**config.mk**
```make
export PLATFORM = sky130hd
export DESIGN_NAME = life_engine
export DESIGN_NICKNAME = d
export VERILOG_FILES = /design/src/rtl/life_pkg.sv /design/src/rtl/life_rule.sv /design/src/rtl/life_engine.sv
export SDC_FILE = /design/constraint.sdc
export NUM_CORES = 1
export LEC_CHECK = 0
export ABC_CLOCK_PERIOD_IN_PS = 10600
export CORE_ASPECT_RATIO = 2
export CORE_UTILIZATION = 34
export DETAILED_ROUTE_END_ITERATION = 10
export GPL_ROUTABILITY_DRIVEN = 0
export GPL_TIMING_DRIVEN = 0
export HOLD_SLACK_MARGIN = 0.06
export PLACE_DENSITY = 0.79
export RECOVER_POWER = 50
export SLEW_MARGIN = 20
export SYNTH_ARGS = -nofsm -noshare
export SYNTH_HDL_FRONTEND = slang
export SYNTH_SLANG_ARGS = --single-unit
```
**constraint.sdc**
```tcl
create_clock -name clk -period 10.6 [get_ports clk]
set_clock_uncertainty 0.1 [all_clocks]
set_input_delay 3.18 -clock clk [delete_from_list [all_inputs] [get_ports clk]]
set_output_delay 3.18 -clock clk [all_outputs]
set_load 0.005 [all_outputs]
```
**src/rtl/life_pkg.sv**
```systemverilog
`default_nettype none
// +----------------------------------------------------------------------+
// | life_pkg : shared types and constants for the Game-of-Life engine    |
// | Revision : 1.0                                                       |
// +----------------------------------------------------------------------+
package life_pkg;

   localparam int ROWS   = 8;
   localparam int COLS   = 8;
   localparam int LINE_W = COLS * 8;

   localparam logic [1:0] FLAG_HOLD    = 2'b00;
   localparam logic [1:0] FLAG_WRITE   = 2'b01;
   localparam logic [1:0] FLAG_REPLACE = 2'b10;

   typedef enum logic [1:0] {
      ST_IDLE   = 2'd0,
      ST_SETTLE = 2'd1,
      ST_COMMIT = 2'd2,
      ST_SWAP   = 2'd3
   } state_t;

   function automatic logic [3:0] popcount8(input logic [7:0] v);
      logic [3:0] n;
      n = '0;
      for (int i = 0; i < 8; i++) begin
         n = n + {3'b000, v[i]};
      end
      return n;
   endfunction

endpackage
`default_nettype wire

```
**src/rtl/life_rule.sv**
```systemverilog
`default_nettype none
// +----------------------------------------------------------------------+
// | life_rule : Conway rule for one cell from three memory row lines     |
// | Revision  : 1.0                                                      |
// +----------------------------------------------------------------------+
module life_rule
   import life_pkg::*;
(
   input  logic [LINE_W-1:0] i_prev_line,
   input  logic [LINE_W-1:0] i_curr_line,
   input  logic [LINE_W-1:0] i_next_line,
   input  logic [2:0]        i_col,
   output logic [3:0]        o_count,
   output logic              o_next_alive
);

   logic [COLS-1:0] w_above_alive;
   logic [COLS-1:0] w_row_alive;
   logic [COLS-1:0] w_below_alive;
   logic [2:0]      w_col_l;
   logic [2:0]      w_col_r;
   logic [7:0]      w_nbrs;
   logic            w_self;

   // A cell is alive when any bit of its byte is set.
   for (genvar c = 0; c < COLS; c++) begin : g_col
      assign w_above_alive[c] = |i_prev_line[8*c +: 8];
      assign w_row_alive[c]   = |i_curr_line[8*c +: 8];
      assign w_below_alive[c] = |i_next_line[8*c +: 8];
   end

   // 3-bit arithmetic gives the horizontal wrap for free.
   assign w_col_l = i_col - 3'd1;
   assign w_col_r = i_col + 3'd1;
   assign w_self  = w_row_alive[i_col];

   assign w_nbrs = {w_above_alive[w_col_l], w_above_alive[i_col], w_above_alive[w_col_r],
                    w_row_alive[w_col_l],                         w_row_alive[w_col_r],
                    w_below_alive[w_col_l], w_below_alive[i_col], w_below_alive[w_col_r]};

   assign o_count      = popcount8(w_nbrs);
   assign o_next_alive = (o_count == 4'd3) || (w_self && (o_count == 4'd2));

endmodule
`default_nettype wire

```
**src/rtl/life_engine.sv**
```systemverilog
`default_nettype none
// +----------------------------------------------------------------------+
// | life_engine : per-generation sweep sequencer for the 8x8 frame memory |
// | Revision    : 1.0                                                    |
// +----------------------------------------------------------------------+
module life_engine
   import life_pkg::*;
#(
   parameter int unsigned GEN_TICKS   = 12_000_000,
   parameter logic [7:0]  ALIVE_VALUE = 8'hFF
)(
   input  logic              clk,
   input  logic              rst,
   input  logic              run,
   input  logic              step,
   input  logic [LINE_W-1:0] previous_line,
   input  logic [LINE_W-1:0] current_line,
   input  logic [LINE_W-1:0] next_line,
   output logic [5:0]        pixel,
   output logic [7:0]        new_pixel_value,
   output logic [1:0]        write_flag,
   output logic              busy,
   output logic [15:0]       generation
);

   localparam int unsigned          c_timer_w   = $clog2(GEN_TICKS);
   localparam logic [c_timer_w-1:0] c_tick_last = c_timer_w'(GEN_TICKS - 1);

   state_t               r_state;
   state_t               w_state_nxt;
   logic [5:0]           r_pixel;
   logic [5:0]           w_pixel_nxt;
   logic [1:0]           r_flag;
   logic [1:0]           w_flag_nxt;
   logic                 r_busy;
   logic                 w_busy_nxt;
   logic [15:0]          r_gen;
   logic [15:0]          w_gen_nxt;
   logic [c_timer_w-1:0] r_timer;
   logic [c_timer_w-1:0] w_timer_nxt;
   logic                 w_tick_due;
   logic                 w_next_alive;
   logic [3:0]           w_count_unused;

   life_rule u_rule (
      .i_prev_line  (previous_line),
      .i_curr_line  (current_line),
      .i_next_line  (next_line),
      .i_col        (r_pixel[2:0]),
      .o_count      (w_count_unused),
      .o_next_alive (w_next_alive)
   );

   assign w_tick_due = run && (r_timer == c_tick_last);

   always_ff @(posedge clk or posedge rst) begin
      if (rst) begin
         r_state <= ST_IDLE;
         r_pixel <= '0;
         r_flag  <= FLAG_HOLD;
         r_busy  <= 1'b0;
         r_gen   <= '0;
         r_timer <= '0;
      end else begin
         r_state <= w_state_nxt;
         r_pixel <= w_pixel_nxt;
         r_flag  <= w_flag_nxt;
         r_busy  <= w_busy_nxt;
         r_gen   <= w_gen_nxt;
         r_timer <= w_timer_nxt;
      end
   end

   always_comb begin
      w_state_nxt = r_state;
      w_pixel_nxt = r_pixel;
      w_timer_nxt = r_timer;
      w_gen_nxt   = r_gen;
      w_flag_nxt  = FLAG_HOLD;
      w_busy_nxt  = 1'b0;

      unique case (r_state)
         ST_IDLE: begin
            if (step || w_tick_due) begin
               w_state_nxt = ST_SETTLE;
               w_pixel_nxt = '0;
               w_timer_nxt = '0;
            end else if (run) begin
               w_timer_nxt = r_timer + 1'b1;
            end
         end
         ST_SETTLE: begin
            w_state_nxt = ST_COMMIT;
         end
         ST_COMMIT: begin
            if (r_pixel == 6'd63) begin
               w_state_nxt = ST_SWAP;
            end else begin
               w_state_nxt = ST_SETTLE;
               w_pixel_nxt = r_pixel + 6'd1;
            end
         end
         ST_SWAP: begin
            w_state_nxt = ST_IDLE;
            w_gen_nxt   = r_gen + 16'd1;
         end
         default: begin
            w_state_nxt = ST_IDLE;
         end
      endcase

      // Flag and busy are decoded from the next state so they line up with it once registered.
      unique case (w_state_nxt)
         ST_SETTLE, ST_COMMIT: begin
            w_flag_nxt = FLAG_WRITE;
            w_busy_nxt = 1'b1;
         end
         ST_SWAP: begin
            w_flag_nxt = FLAG_REPLACE;
            w_busy_nxt = 1'b1;
         end
         default: begin
            w_flag_nxt = FLAG_HOLD;
            w_busy_nxt = 1'b0;
         end
      endcase
   end

   assign pixel           = r_pixel;
   assign write_flag      = r_flag;
   assign busy            = r_busy;
   assign generation      = r_gen;
   assign new_pixel_value = ((r_state == ST_COMMIT) && w_next_alive) ? ALIVE_VALUE : 8'h00;

endmodule
`default_nettype wire
```
-- After elaboration in Yosys (flattened, before gate mapping)
Cells that the tools add are included.
W data, S select, Z words.
- reductions and logical operators: 36
- muxes and demuxes: 29
- eq/ne operators: 12
- $add $sub $neg: 12
- $lt $le $gt $ge: 3
- operator list (kind ; number):
    $reduce_or A8 Y1 ; 24
    $mux W24 ; 2
    $bmux W1 S3 ; 9
    $add A24 B1 Y24 const B ; 1
    $add A4 B1 Y4 ; 6
    $eq A24 B24 Y1 const B ; 1
    $add A16 B1 Y16 const B ; 1
    $lt A3 B4 Y1 const B ; 3
    $mux W6 ; 2
    $pmux W6 S2 ; 1
    $mux W1 ; 10
    $eq A2 B2 Y1 const B ; 4
    $eq A4 B2 Y1 const B ; 2
    $mux W8 ; 1
    $pmux W2 S4 ; 1
    $add A6 B1 Y6 const B ; 1
    $eq A6 B6 Y1 const B ; 1
    $eq A2 B1 Y1 const B ; 2
    $mux W2 ; 2
    $ne A2 B2 Y1 const B ; 2
    $pmux W2 S2 ; 1
    $reduce_bool A2 Y1 ; 2
    $add A3 B1 Y3 const B ; 1
    $logic_and A1 B1 Y1 ; 3
    8 further kinds ; 9
- output and inout bits: 33
- bits of input ports: 196
- flip-flop bits (word level): 51
- logic and storage cells: 98

-- Logic depth before layout (Yosys ltp)
Gate-level depths: netlist of run 1.
- depth after elaboration: 15
- mapped depth: 19
- depth with buffers taken out: 17

-- Modules after synthesis
A second synthesis of run 1 with hierarchy kept.
- cells, all modules: 446
- area total of the unflattened synthesis: 3945.0 µm²
- modules (own cells, without submodules) (module ; cells an instance ; seq. area each (µm²) ; area an instance (µm²) ; times used):
    life_engine ; 292 ; 1276.2 ; 2726.4 ; 1
    life_rule ; 154 ; 0.0 ; 1218.7 ; 1

-- Least setup slack after synthesis of run 1
OpenSTA, ideal clock, no wires.
- path kind: input -> output
- start point: in next_line[33]
- end point: out new_pixel_value[1]
- path buffers: 1
- arrival time: 7502 ps
- data required time: 7320 ps
- stages on the path: 15
- path slack: -182 ps
- cells stage by stage: nor4_1 -> nand2_1 -> mux4_2 -> mux2_2 -> ha_1 -> inv_1 -> fa_1 -> fa_1 -> inv_1 -> fa_1 -> inv_1 -> fa_1 -> or3_1 -> a21oi_1 -> buf_4
- longest elaborated chain between the ends: 15
- elaborated cells on any way between the ends: 20
- those cells by class: 7 x add/sub; 2 x eq/ne; 7 x mux; 4 x reduce/logical
- ends and longest elaborated chain (what ; RTL line ; text):
    from (decl) ; life_engine.sv:18 ; input logic [LINE_W-1:0] next_line,
    $reduce_or A8 Y1 * ; life_rule.sv:29 ; assign w_below_alive[c] = |i_next_line[8*c +: 8];
    $bmux W1 S3 ; life_rule.sv:39 ; w_below_alive[w_col_l], w_below_alive[i_col], w_below_alive[w_col_r]};
    $mux W1 (implied by the code) ; life_rule.sv:39 ;
    $add A1 B1 Y2 ; life_pkg.sv:27 ; n = n + {3'b000, v[i]};
    $add A4 B1 Y4 * (6 in a row) ; life_pkg.sv:27 ;
    $eq A4 B2 Y1 ; life_rule.sv:42 ; assign o_next_alive = (o_count == 4'd3) || (w_self && (o_count == 4'd2));
    $logic_and A1 B1 Y1 ; life_rule.sv:42 ;
    $logic_or A1 B1 Y1 * ; life_rule.sv:42 ;
    $logic_and A1 B1 Y1 * ; life_engine.sv:133 ; assign new_pixel_value = ((r_state == ST_COMMIT) && w_next_alive) ? ALIVE_VALUE : 8'h00;
    $mux W8 * ; life_engine.sv:133 ;
    to (decl) ; life_engine.sv:20 ; output logic [7:0] new_pixel_value,
Every way passes the cells marked *; elsewhere a longest branch is shown, timed or not. The select of a mux whose other input is x is not followed.

-- Worst setup path after layout of run 1
- start point: in next_line[6]
- end point: out new_pixel_value[7]
The elaborated chain is that of the path after synthesis.

==> impl_metrics.ini, run 1 <==
[setup_path]
startpoint_type = primary input
critPathMaxFanout = 3
worst_ep_required_time_ns = 7.32
critical_path_class = primary input to output pin
cp-end-kind = output pin
worst-r2r-cell-count = 7
critical_path_arrival_ns = 7.85

[cts]
clk_path_buf_depth = 2
clk_latency_ns = 0.30
htreeDepth = 2
cts_tree = built
clk_pin_slew_ns = 0.07
cts-root-buf = clkbuf_16
cts_hold_buf = 0
cts.sinks = 51
cts_buffers = 5

[place]
dp_cells = 772
hpwl_um = 11700
dpl_cell_area_um2 = 6140
port-buffer-count = 228

[hold_path]
hp-class = flop to flop
min_path_cells = 1

[synth]
mappedNetlistNets = 615
synth_edf_count = 0
ys_ff_latch = 51
yosysWarnings = 0
yosys.cell_types.count = 49
synth-main-ff-cell = dfrtp_1
synth.avg_cell_area_um2 = 9.00
yosysSeqAreaShare = 0.349
synthArstFlopShare = 1.00
synth_cells = 406
synth_area_um2 = 3650

[route]
routed_wl_um = 14600
ant_nets = 0
vias_per_cell = 5.68
drc_errors = 0
via_count = 4510
drt_iter0_markers = 163
firstDrtPassIters = 6
wl_per_cell_um = 18.4

[power_and_ir_drop]
cellLeakagePower_uw = 0.00254
power.density_nw_per_um2 = 68.8
vdd_ir_drop_max_mv = 0.111
total_power_uw = 444

[floorplanning]
start_util = 0.349
die_x_um = 75.3
ios = 229
num_rows = 53
dieHeight_um = 149
die-area_um2 = 11200
core-area_um2 = 10500

[global_route]
grt_max_degree = 28
met1_usage = 0.236
antenna_found_initial = 4
grt_pass1_vias = 4671
grt_usage = 0.259
grt_first_pass_wirelength_um = 21900
met2_usage = 0.471
use_met3 = 0.0874
grt_remaining_overflow = 0
grt_busiest_layer = met2

[layout]
syn_to_final_growth_pct = 76.6
fin_area_um2 = 6450
nets = 863
drive_gt1_frac = 0.192
final_util = 0.616
instances_no_fill = 794

[sta]
slew_headroom = 0.0970
finalSetupViolations = 8
rsz0062_at_grt = true
tightestPinTransition_ns = 1.35
period_minus_slack_ns = 11.13
drv_slew = 0
period_share = 1.05
finalHoldViolCount = 0
fin_ws_ns = -0.532
max_clock_freq_ghz = 0.0898

[outcome]
violations = negative setup slack
status = complete, but fails checks

[job]
cap_violations = 0
[cells in the mapped netlist (all sizes together) (4+ instances only)]
| library cell | instances | area, um2 |
|---|---|---|
| a22o | 6 | 52.6 |
| nand3 | 29 | 145 |
| ha | 9 | 113 |
| fa | 4 | 80.1 |
| clkbuf | 6 | 22.5 |
| dfrtp | 51 | 1280 |
| nor3 | 8 | 40.0 |
| nor4 | 52 | 347 |
| xor2 | 5 | 43.8 |
| a31oi | 17 | 106 |
| xnor2 | 15 | 131 |
| and3 | 8 | 50.1 |
| inv | 23 | 86.3 |
| and2 | 4 | 26.3 |
| nand4 | 13 | 81.3 |
| mux4 | 11 | 248 |
| nor2 | 13 | 48.8 |
| o21ai | 26 | 130 |
| a21oi | 12 | 67.6 |
| buf | 12 | 90.1 |
| nand2 | 49 | 184 |
[path summary, 6_finish.rpt]
| kind | end | slack (ns) | startpoint |
|---|---|---|---|
| max in group asynchronous | pixel[3] | 5.16 | rst |
| min in group asynchronous | r_timer[22] | 3.46 | rst |
| worst max-delay path | new_pixel_value[7] | -0.53 | next_line[6] |
| worst min register to register | generation[15] | 0.39 | generation[15] |
| worst min-delay path | generation[15] | 0.39 | generation[15] |
| worst max register to register | busy | 8.12 | r_timer[14] |
[registers in the layout, summed over array words and instances, names as in the netlist]
| signal | flops |
|---|---|
| write_flag | 2 |
| generation | 16 |
| pixel | 6 |
| r_state | 2 |
| r_timer | 24 |
| busy | 1 |
[layer usage]
layer,routed length [um],vias up
met5,0,-
met4,671,0
met3,1610,50
met2,7750,262
met1,4550,2157
li1,-,2041
[worst max-delay path, cell delays in order]
cell	delay, ns
buf_6	0.09
nor4_4	0.38
nand2_1	0.11
mux4_2	0.49
mux2_4	0.30
ha_4	0.27
inv_2	0.03
fa_1	0.50
fa_1	0.51
inv_2	0.07
fa_2	0.22
inv_2	0.04
fa_2	0.37
a2111oi_4	0.21
a21oi_1	0.07
or3_4	0.38
a21oi_4	0.14
buf_12	0.13
buf_6	0.09
buf_6	0.09
buf_6	0.08
buf_6	0.08
[where the power goes]
| group | total (uW) | switching (uW) | internal (uW) | leakage, uW |
|---|---|---|---|---|
| logic | 84.2 | 24.8 | 59.3 | 0.00180 |
| clock network | 166 | 77.3 | 88.5 | 0.0000665 |
| registers | 194 | 0 | 194 | 0.000669 |
| total | 444 | 102 | 342 | 0.00254 |
[final cells by class]
type	count	area (um2)
buffer	18	128
sequential	51	1280
multi-input combinational	313	2400
clock inverter	3	23.8
timing repair buffer	241	2240
tap	137	171
clock buffer	5	125
inverter	24	90.1
fill	914	4020
antenna	2	5.00
[through the flow]
step                hold WS, ns  TNS (ns)  setup slack, ns
floorplan                 0.351         0           0.0100
global placement          0.365    -11.11            -1.40
detailed placement        0.377    -11.87            -1.50
CTS                       0.389     -3.69           -0.529
global route              0.399     -4.73           -0.661
finish                    0.387     -3.71           -0.532
[placed cells by master, fill, tap and decap left out, drive strengths merged, types with 2 or more instances in the layout]
cell           Yosys  layout
and2               4       4
clkinvlp           0       2
a41oi              3       3
nand4             13      13
a31oi             17      17
mux2i              2       2
or4b               2       2
xor2               5       5
mux4              11      11
fa                 4       4
a22o               6       6
ha                 9       9
dfrtp             51      51
nand3b             2       2
buf               12      71
inv               23      24
a21oi             12      12
o2bb2ai            2       2
dlygate4sd2        0       8
diode              0       2
xnor2             15      15
nor3               8       8
and3               8       8
nand3             29      29
clkdlybuf4s50      0     155
clkbuf             6      13
o21ai             26      26
nor2              13      13
mux2               3       3
nor4              52      52
clkdlybuf4s15      0      16
a21o               3       3
nand2             49      49
o31ai              3       3
or3                2       2
[cells by family after synthesis]
group,count (synthesis),synth area share
flip-flops,51,0.349
AO/OA/AOI/OAI,79,0.140
buffers and inverters,42,0.0555
multiplexers,16,0.0825
adder cells (fa/ha/maj),13,0.0527
AND/OR/NAND/NOR,185,0.272
XOR/XNOR,20,0.0479
[timing repair]
item                       in CTS  in global routing
resized for setup             266                  8
pin swaps                      31                 10
setup endpoints to repair       8                  8
buffers inserted               12                  0
Power figures use the tool's default switching activity.
==> run 2, diff against run 1 <==
--- a/config.mk
+++ b/config.mk
@@ -5,14 +5,14 @@
 export SDC_FILE = /design/constraint.sdc
 export NUM_CORES = 1
 export LEC_CHECK = 0
-export ABC_CLOCK_PERIOD_IN_PS = 10600
-export CORE_ASPECT_RATIO = 2
-export CORE_UTILIZATION = 34
+export ABC_CLOCK_PERIOD_IN_PS = 10500
+export CORE_ASPECT_RATIO = 1.2
+export CORE_UTILIZATION = 38
 export DETAILED_ROUTE_END_ITERATION = 10
 export GPL_ROUTABILITY_DRIVEN = 0
 export GPL_TIMING_DRIVEN = 0
 export HOLD_SLACK_MARGIN = 0.06
-export PLACE_DENSITY = 0.79
+export PLACE_DENSITY = 0.84
 export RECOVER_POWER = 50
 export SLEW_MARGIN = 20
 export SYNTH_ARGS = -nofsm -noshare
==> constraint.sdc (replaced) <==
create_clock -name clk -period 10.5 [get_ports clk]
set_clock_uncertainty 0.1 [all_clocks]
set_input_delay 3.15 -clock clk [delete_from_list [all_inputs] [get_ports clk]]
set_output_delay 3.15 -clock clk [all_outputs]
set_load 0.005 [all_outputs]
==> impl_metrics.ini, run 2 (synthesis results as in run 1) <==
[floorplanning]
core-area_um2 = 9180
num_rows = 38
die_x_um = 91.5
ios = 229
die-area_um2 = 10000
dieHeight_um = 109
start_util = 0.398

[layout]
final_cell_mix = clkdlybuf4s50_1 (155), dfrtp_1 (51), nand2_1 (49), buf_2 (38), nor4_1 (32)
multi_input_area_um2 = 2440
layout_commonest_cell = clkdlybuf4s50_1
num_antenna_cells = 0
nets = 862
largest_register = r_timer
largest_reg_flops = 24
fill_cells = 721
final_util = 0.692
regArea_um2 = 1280
syn_to_final_growth_pct = 73.8
fin_area_um2 = 6350
drive_gt1_frac = 0.213

[route]
routed_wl_um = 14400
firstDrtPassIters = 5
vias_per_cell = 5.65
ant_nets = 0
via_count = 4374
drc_errors = 0
wl_per_cell_um = 18.6
drt_iter0_markers = 238

[power_and_ir_drop]
cellLeakagePower_uw = 0.00251
total_power_uw = 407
power.density_nw_per_um2 = 64.0
vdd_ir_drop_max_mv = 0.0527

[sta]
period_minus_slack_ns = 11.00
finalSetupViolations = 8
drv_slew = 30
rsz0062_at_grt = true
fin_ws_ns = -0.499
finalHoldViolCount = 0
worst_hold_slack_ns = 0.380
period_share = 1.05
slew_headroom = -0.0127
max_clock_freq_ghz = 0.0909
tightestPinTransition_ns = 1.52

[setup_path]
startpoint_type = primary input
critical_path_arrival_ns = 7.75
critical_path_class = primary input to output pin
worst_ep_required_time_ns = 7.25
critPathMaxFanout = 3
cp-end-kind = output pin

[cts]
clk_path_buf_depth = 2
clk_latency_ns = 0.31
cts_tree = built
cts-root-buf = clkbuf_8
cts.sinks = 51
clk_pin_slew_ns = 0.10
htreeDepth = 2
cts_hold_buf = 0
cts_buffers = 5

[outcome]
status = complete, but fails checks
violations = max-capacitance violations, max-slew violations, negative setup slack

[job]
cap_violations = 1

[hold_path]
hp-class = flop to flop

[global_route]
grt_pass1_vias = 4580
grt_remaining_overflow = 0
grt_first_pass_wirelength_um = 22600
grt_usage = 0.288
grt_max_degree = 30
antenna_found_initial = 0

[place]
hpwl_um = 11600
port-buffer-count = 228
dpl_cell_area_um2 = 6170
==> run 2: cell count changes in the layout (fill, tap and decap cells not counted), moves of 4 or more <==
cell             delta
clkbuf_2            +9
clkbuf_8            +5
buf_6               -6
nor4_1              -4
clkdlybuf4s15_1     -7
clkbuf_16           -5
==> run 2: metrics by stage <==
stage                     TNS [ns]  setup slack [ns]  cells
after floorplan                  0            0.0139    406
after global placement      -10.18             -1.36    754
after detailed placement    -10.54             -1.41    755
after CTS                    -3.82            -0.545    771
after global routing         -4.70            -0.652    774
final                        -3.49            -0.499    774
==> run 2: routing by layer <==
layer | GRT usage | wire length [um] | vias to the layer above
met3 | 0.0698 | 1330 | 26
met4 | 0.0703 | 273 | 0
li1 | - | - | 2037
met1 | 0.347 | 5690 | 2073
met5 | 0 | 0 | -
met2 | 0.518 | 7130 | 238
==> run 2: final timing paths <==
kind / from / end / slack, ns / cells after the start
max in group asynchronous: rst / generation[3] / 5.06 / 3
min reg2reg: generation[15] / generation[15] / 0.38 / 1
min: generation[15] / generation[15] / 0.38 / 1
min in group asynchronous: rst / r_timer[14] / 3.35 / 2
max reg2reg: r_timer[13] / busy / 8.07 / 7
max: next_line[17] / new_pixel_value[6] / -0.50 / 20
==> run 2: layout make-up <==
cell class | count | share of cell area
Clock buffer | 5 | 0.0108
Buffer | 18 | 0.0189
Clock inverter | 3 | 0.00453
Inverter | 24 | 0.0142
Tap cell | 120 | 0.0236
Timing Repair Buffer | 240 | 0.343
Sequential cell | 51 | 0.201
Multi-Input combinational cell | 313 | 0.384
==> run 2: power by group <==
part | switching (uW) | internal (uW)
logic | 27.9 | 59.5
registers | 0 | 196
clock network | 73.3 | 49.5
==> run 2: worst max-delay path, stage by stage <==
cell	delay, ns
dlygate4sd2_1	0.26
nor4_4	0.15
nand2_1	0.11
mux4_2	0.47
mux2_4	0.29
ha_4	0.27
inv_2	0.03
fa_1	0.50
fa_1	0.57
inv_2	0.04
fa_2	0.37
inv_2	0.07
fa_2	0.42
or3_4	0.40
a21oi_4	0.15
buf_12	0.12
buf_8	0.09
buf_6	0.09
buf_6	0.08
buf_6	0.08
==> run 2: repair_timing <==
action / CTS / global route
buffers inserted: 8 / 3
resized for setup: 260 / 29
pin swaps: 31 / 24
setup endpoints to repair: 8 / 8
cloned: 0 / 0
==> run 3, diff against run 2 <==
--- a/config.mk
+++ b/config.mk
@@ -9,7 +9,6 @@
 export CORE_ASPECT_RATIO = 1.2
 export CORE_UTILIZATION = 38
 export DETAILED_ROUTE_END_ITERATION = 10
-export GPL_ROUTABILITY_DRIVEN = 0
 export GPL_TIMING_DRIVEN = 0
 export HOLD_SLACK_MARGIN = 0.06
 export PLACE_DENSITY = 0.84
==> impl_metrics.ini, run 3 (synthesis results as in run 1) <==
[setup_path]
startpoint_type = primary input
crit_path_end = new_pixel_value[1]
r2r_start = r_timer[14]
critical_path_arrival_ns = 7.74
r2r_end = write_flag[0]
startpoint = next_line[27]
worst-r2r-cell-count = 6
r2r_slack_ns = 8.04
critical_path_class = primary input to output pin
cp-end-kind = output pin
worst_ep_required_time_ns = 7.25
critPathMaxFanout = 2

[floorplanning]
ios = 229
die-area_um2 = 10000
core-area_um2 = 9180
dieHeight_um = 109
die_x_um = 91.5
num_rows = 38
start_util = 0.398

[route]
wl_per_cell_um = 18.5
drt_iter0_markers = 222
firstDrtPassIters = 4
routed_wl_um = 14400
vias_per_cell = 5.63
via_count = 4385
ant_nets = 0
drc_errors = 0

[sta]
finalSetupViolations = 8
fin_ws_ns = -0.489
slew_headroom = -0.198
period_share = 1.05
tightestPinTransition_ns = 1.80
worst_hold_slack_ns = 0.384
max_clock_freq_ghz = 0.0910
finalHoldViolCount = 0
period_minus_slack_ns = 10.99
drv_slew = 36
rsz0062_at_grt = true

[layout]
final_util = 0.703
nets = 867
largest_reg_flops = 24
final_cell_mix = clkdlybuf4s50_1 (155), dfrtp_1 (51), nand2_1 (49), buf_2 (40), nor4_1 (33)
fill_cells = 717
num_antenna_cells = 0
layout_commonest_cell = clkdlybuf4s50_1
largest_register = r_timer
drive_gt1_frac = 0.211
fin_area_um2 = 6450
syn_to_final_growth_pct = 76.6

[cts]
cts_tree = built
clk_path_buf_depth = 2
cts-root-buf = clkbuf_8
clk_pin_slew_ns = 0.10
clk_latency_ns = 0.31
cts.sinks = 51
htreeDepth = 2
cts_hold_buf = 0
cts_buffers = 5

[place]
dpl_cell_area_um2 = 6170
gp_congestion = 0.961
hpwl_um = 11800
port-buffer-count = 228

[outcome]
violations = max-capacitance violations, max-slew violations, negative setup slack
status = complete, but fails checks

[power_and_ir_drop]
cellLeakagePower_uw = 0.00255
vdd_ir_drop_max_mv = 0.0614
total_power_uw = 445
power.density_nw_per_um2 = 68.9

[global_route]
grt_usage = 0.294
met1_usage = 0.346
grt_max_degree = 36
grt_first_pass_wirelength_um = 22900
grt_busiest_layer = met2
met2_usage = 0.544
use_met3 = 0.0636
grt_pass1_vias = 4583
antenna_found_initial = 0
grt_remaining_overflow = 0

[hold_path]
hp-class = flop to flop

[job]
cap_violations = 1
## run 3: changes by cell type in the layout (fill, tap and decap cells not counted), moves of 2 or more
cell | before | now
clkdlybuf4s15_1 | 7 | 12
nor4_4 | 11 | 13
nor4_2 | 9 | 6
clkbuf_2 | 10 | 7
clkinv_4 | 2 | 0
bufinv_16 | 0 | 2
buf_2 | 38 | 40
buf_6 | 17 | 21
## run 3: cell type report
cell class                      instances  area (um2)  share of cell area
Multi-Input combinational cell        313        2450               0.379
Sequential cell                        51        1280               0.198
Timing Repair Buffer                  246        2230               0.346
Inverter                               24        90.1              0.0140
Tap cell                              120         150              0.0233
Clock buffer                            5        68.8              0.0107
Buffer                                 17         124              0.0192
Clock inverter                          3        67.6              0.0105
## run 3: timing repair
action / CTS / global route
pin swaps: 31 / 19
setup buffers: 17 / 1
gates resized for setup: 266 / 26
setup endpoints to repair: 8 / 8
hold endpoints to repair: 0 / 0
## run 3: stage by stage
| step | TNS (ns) | setup WS [ns] | std cells |
|---|---|---|---|
| after floorplan | 0 | 0.0139 | 406 |
| after global placement | -9.99 | -1.35 | 754 |
| after CTS | -3.65 | -0.545 | 780 |
| after global routing | -4.45 | -0.652 | 779 |
| after detailed placement | -11.66 | -1.54 | 755 |
| final | -3.19 | -0.489 | 779 |
## run 3: where the power goes
group	total (uW)	switching (uW)	leakage, uW	internal (uW)
logic	88.0	28.1	0.00182	59.9
registers	196	0	0.000669	196
clock network	161	65.7	0.0000644	95.0
## run 3: routing by layer
metal | share of wire | vias to the layer above
li1 | - | 2053
met1 | 0.39 | 2079
met2 | 0.51 | 227
met3 | 0.080 | 26
met4 | 0.019 | 0
met5 | 0 | -
## run 3: worst min-delay path by stage
stage	from	endpoint	slack [ns]	cells past startpoint
after floorplan	r_timer[23]	r_timer[23]	0.35	1
after global placement	generation[15]	generation[15]	0.36	1
after detailed placement	generation[15]	generation[15]	0.37	1
after CTS	generation[15]	generation[15]	0.39	1
after global routing	generation[15]	generation[15]	0.41	1
final	generation[15]	generation[15]	0.38	1
## run 3: critical path, stage by stage
cell             delay, ns
clkdlybuf4s15_1       0.19
nor4_2                0.23
nand2_1               0.12
mux4_2                0.47
mux2_4                0.29
ha_4                  0.27
inv_2                 0.03
fa_1                  0.49
fa_1                  0.57
inv_2                 0.04
fa_2                  0.40
inv_2                 0.06
fa_2                  0.41
or3_4                 0.40
a21oi_4               0.15
buf_6                 0.12
buf_6                 0.09
buf_6                 0.09
buf_6                 0.08
buf_6                 0.08
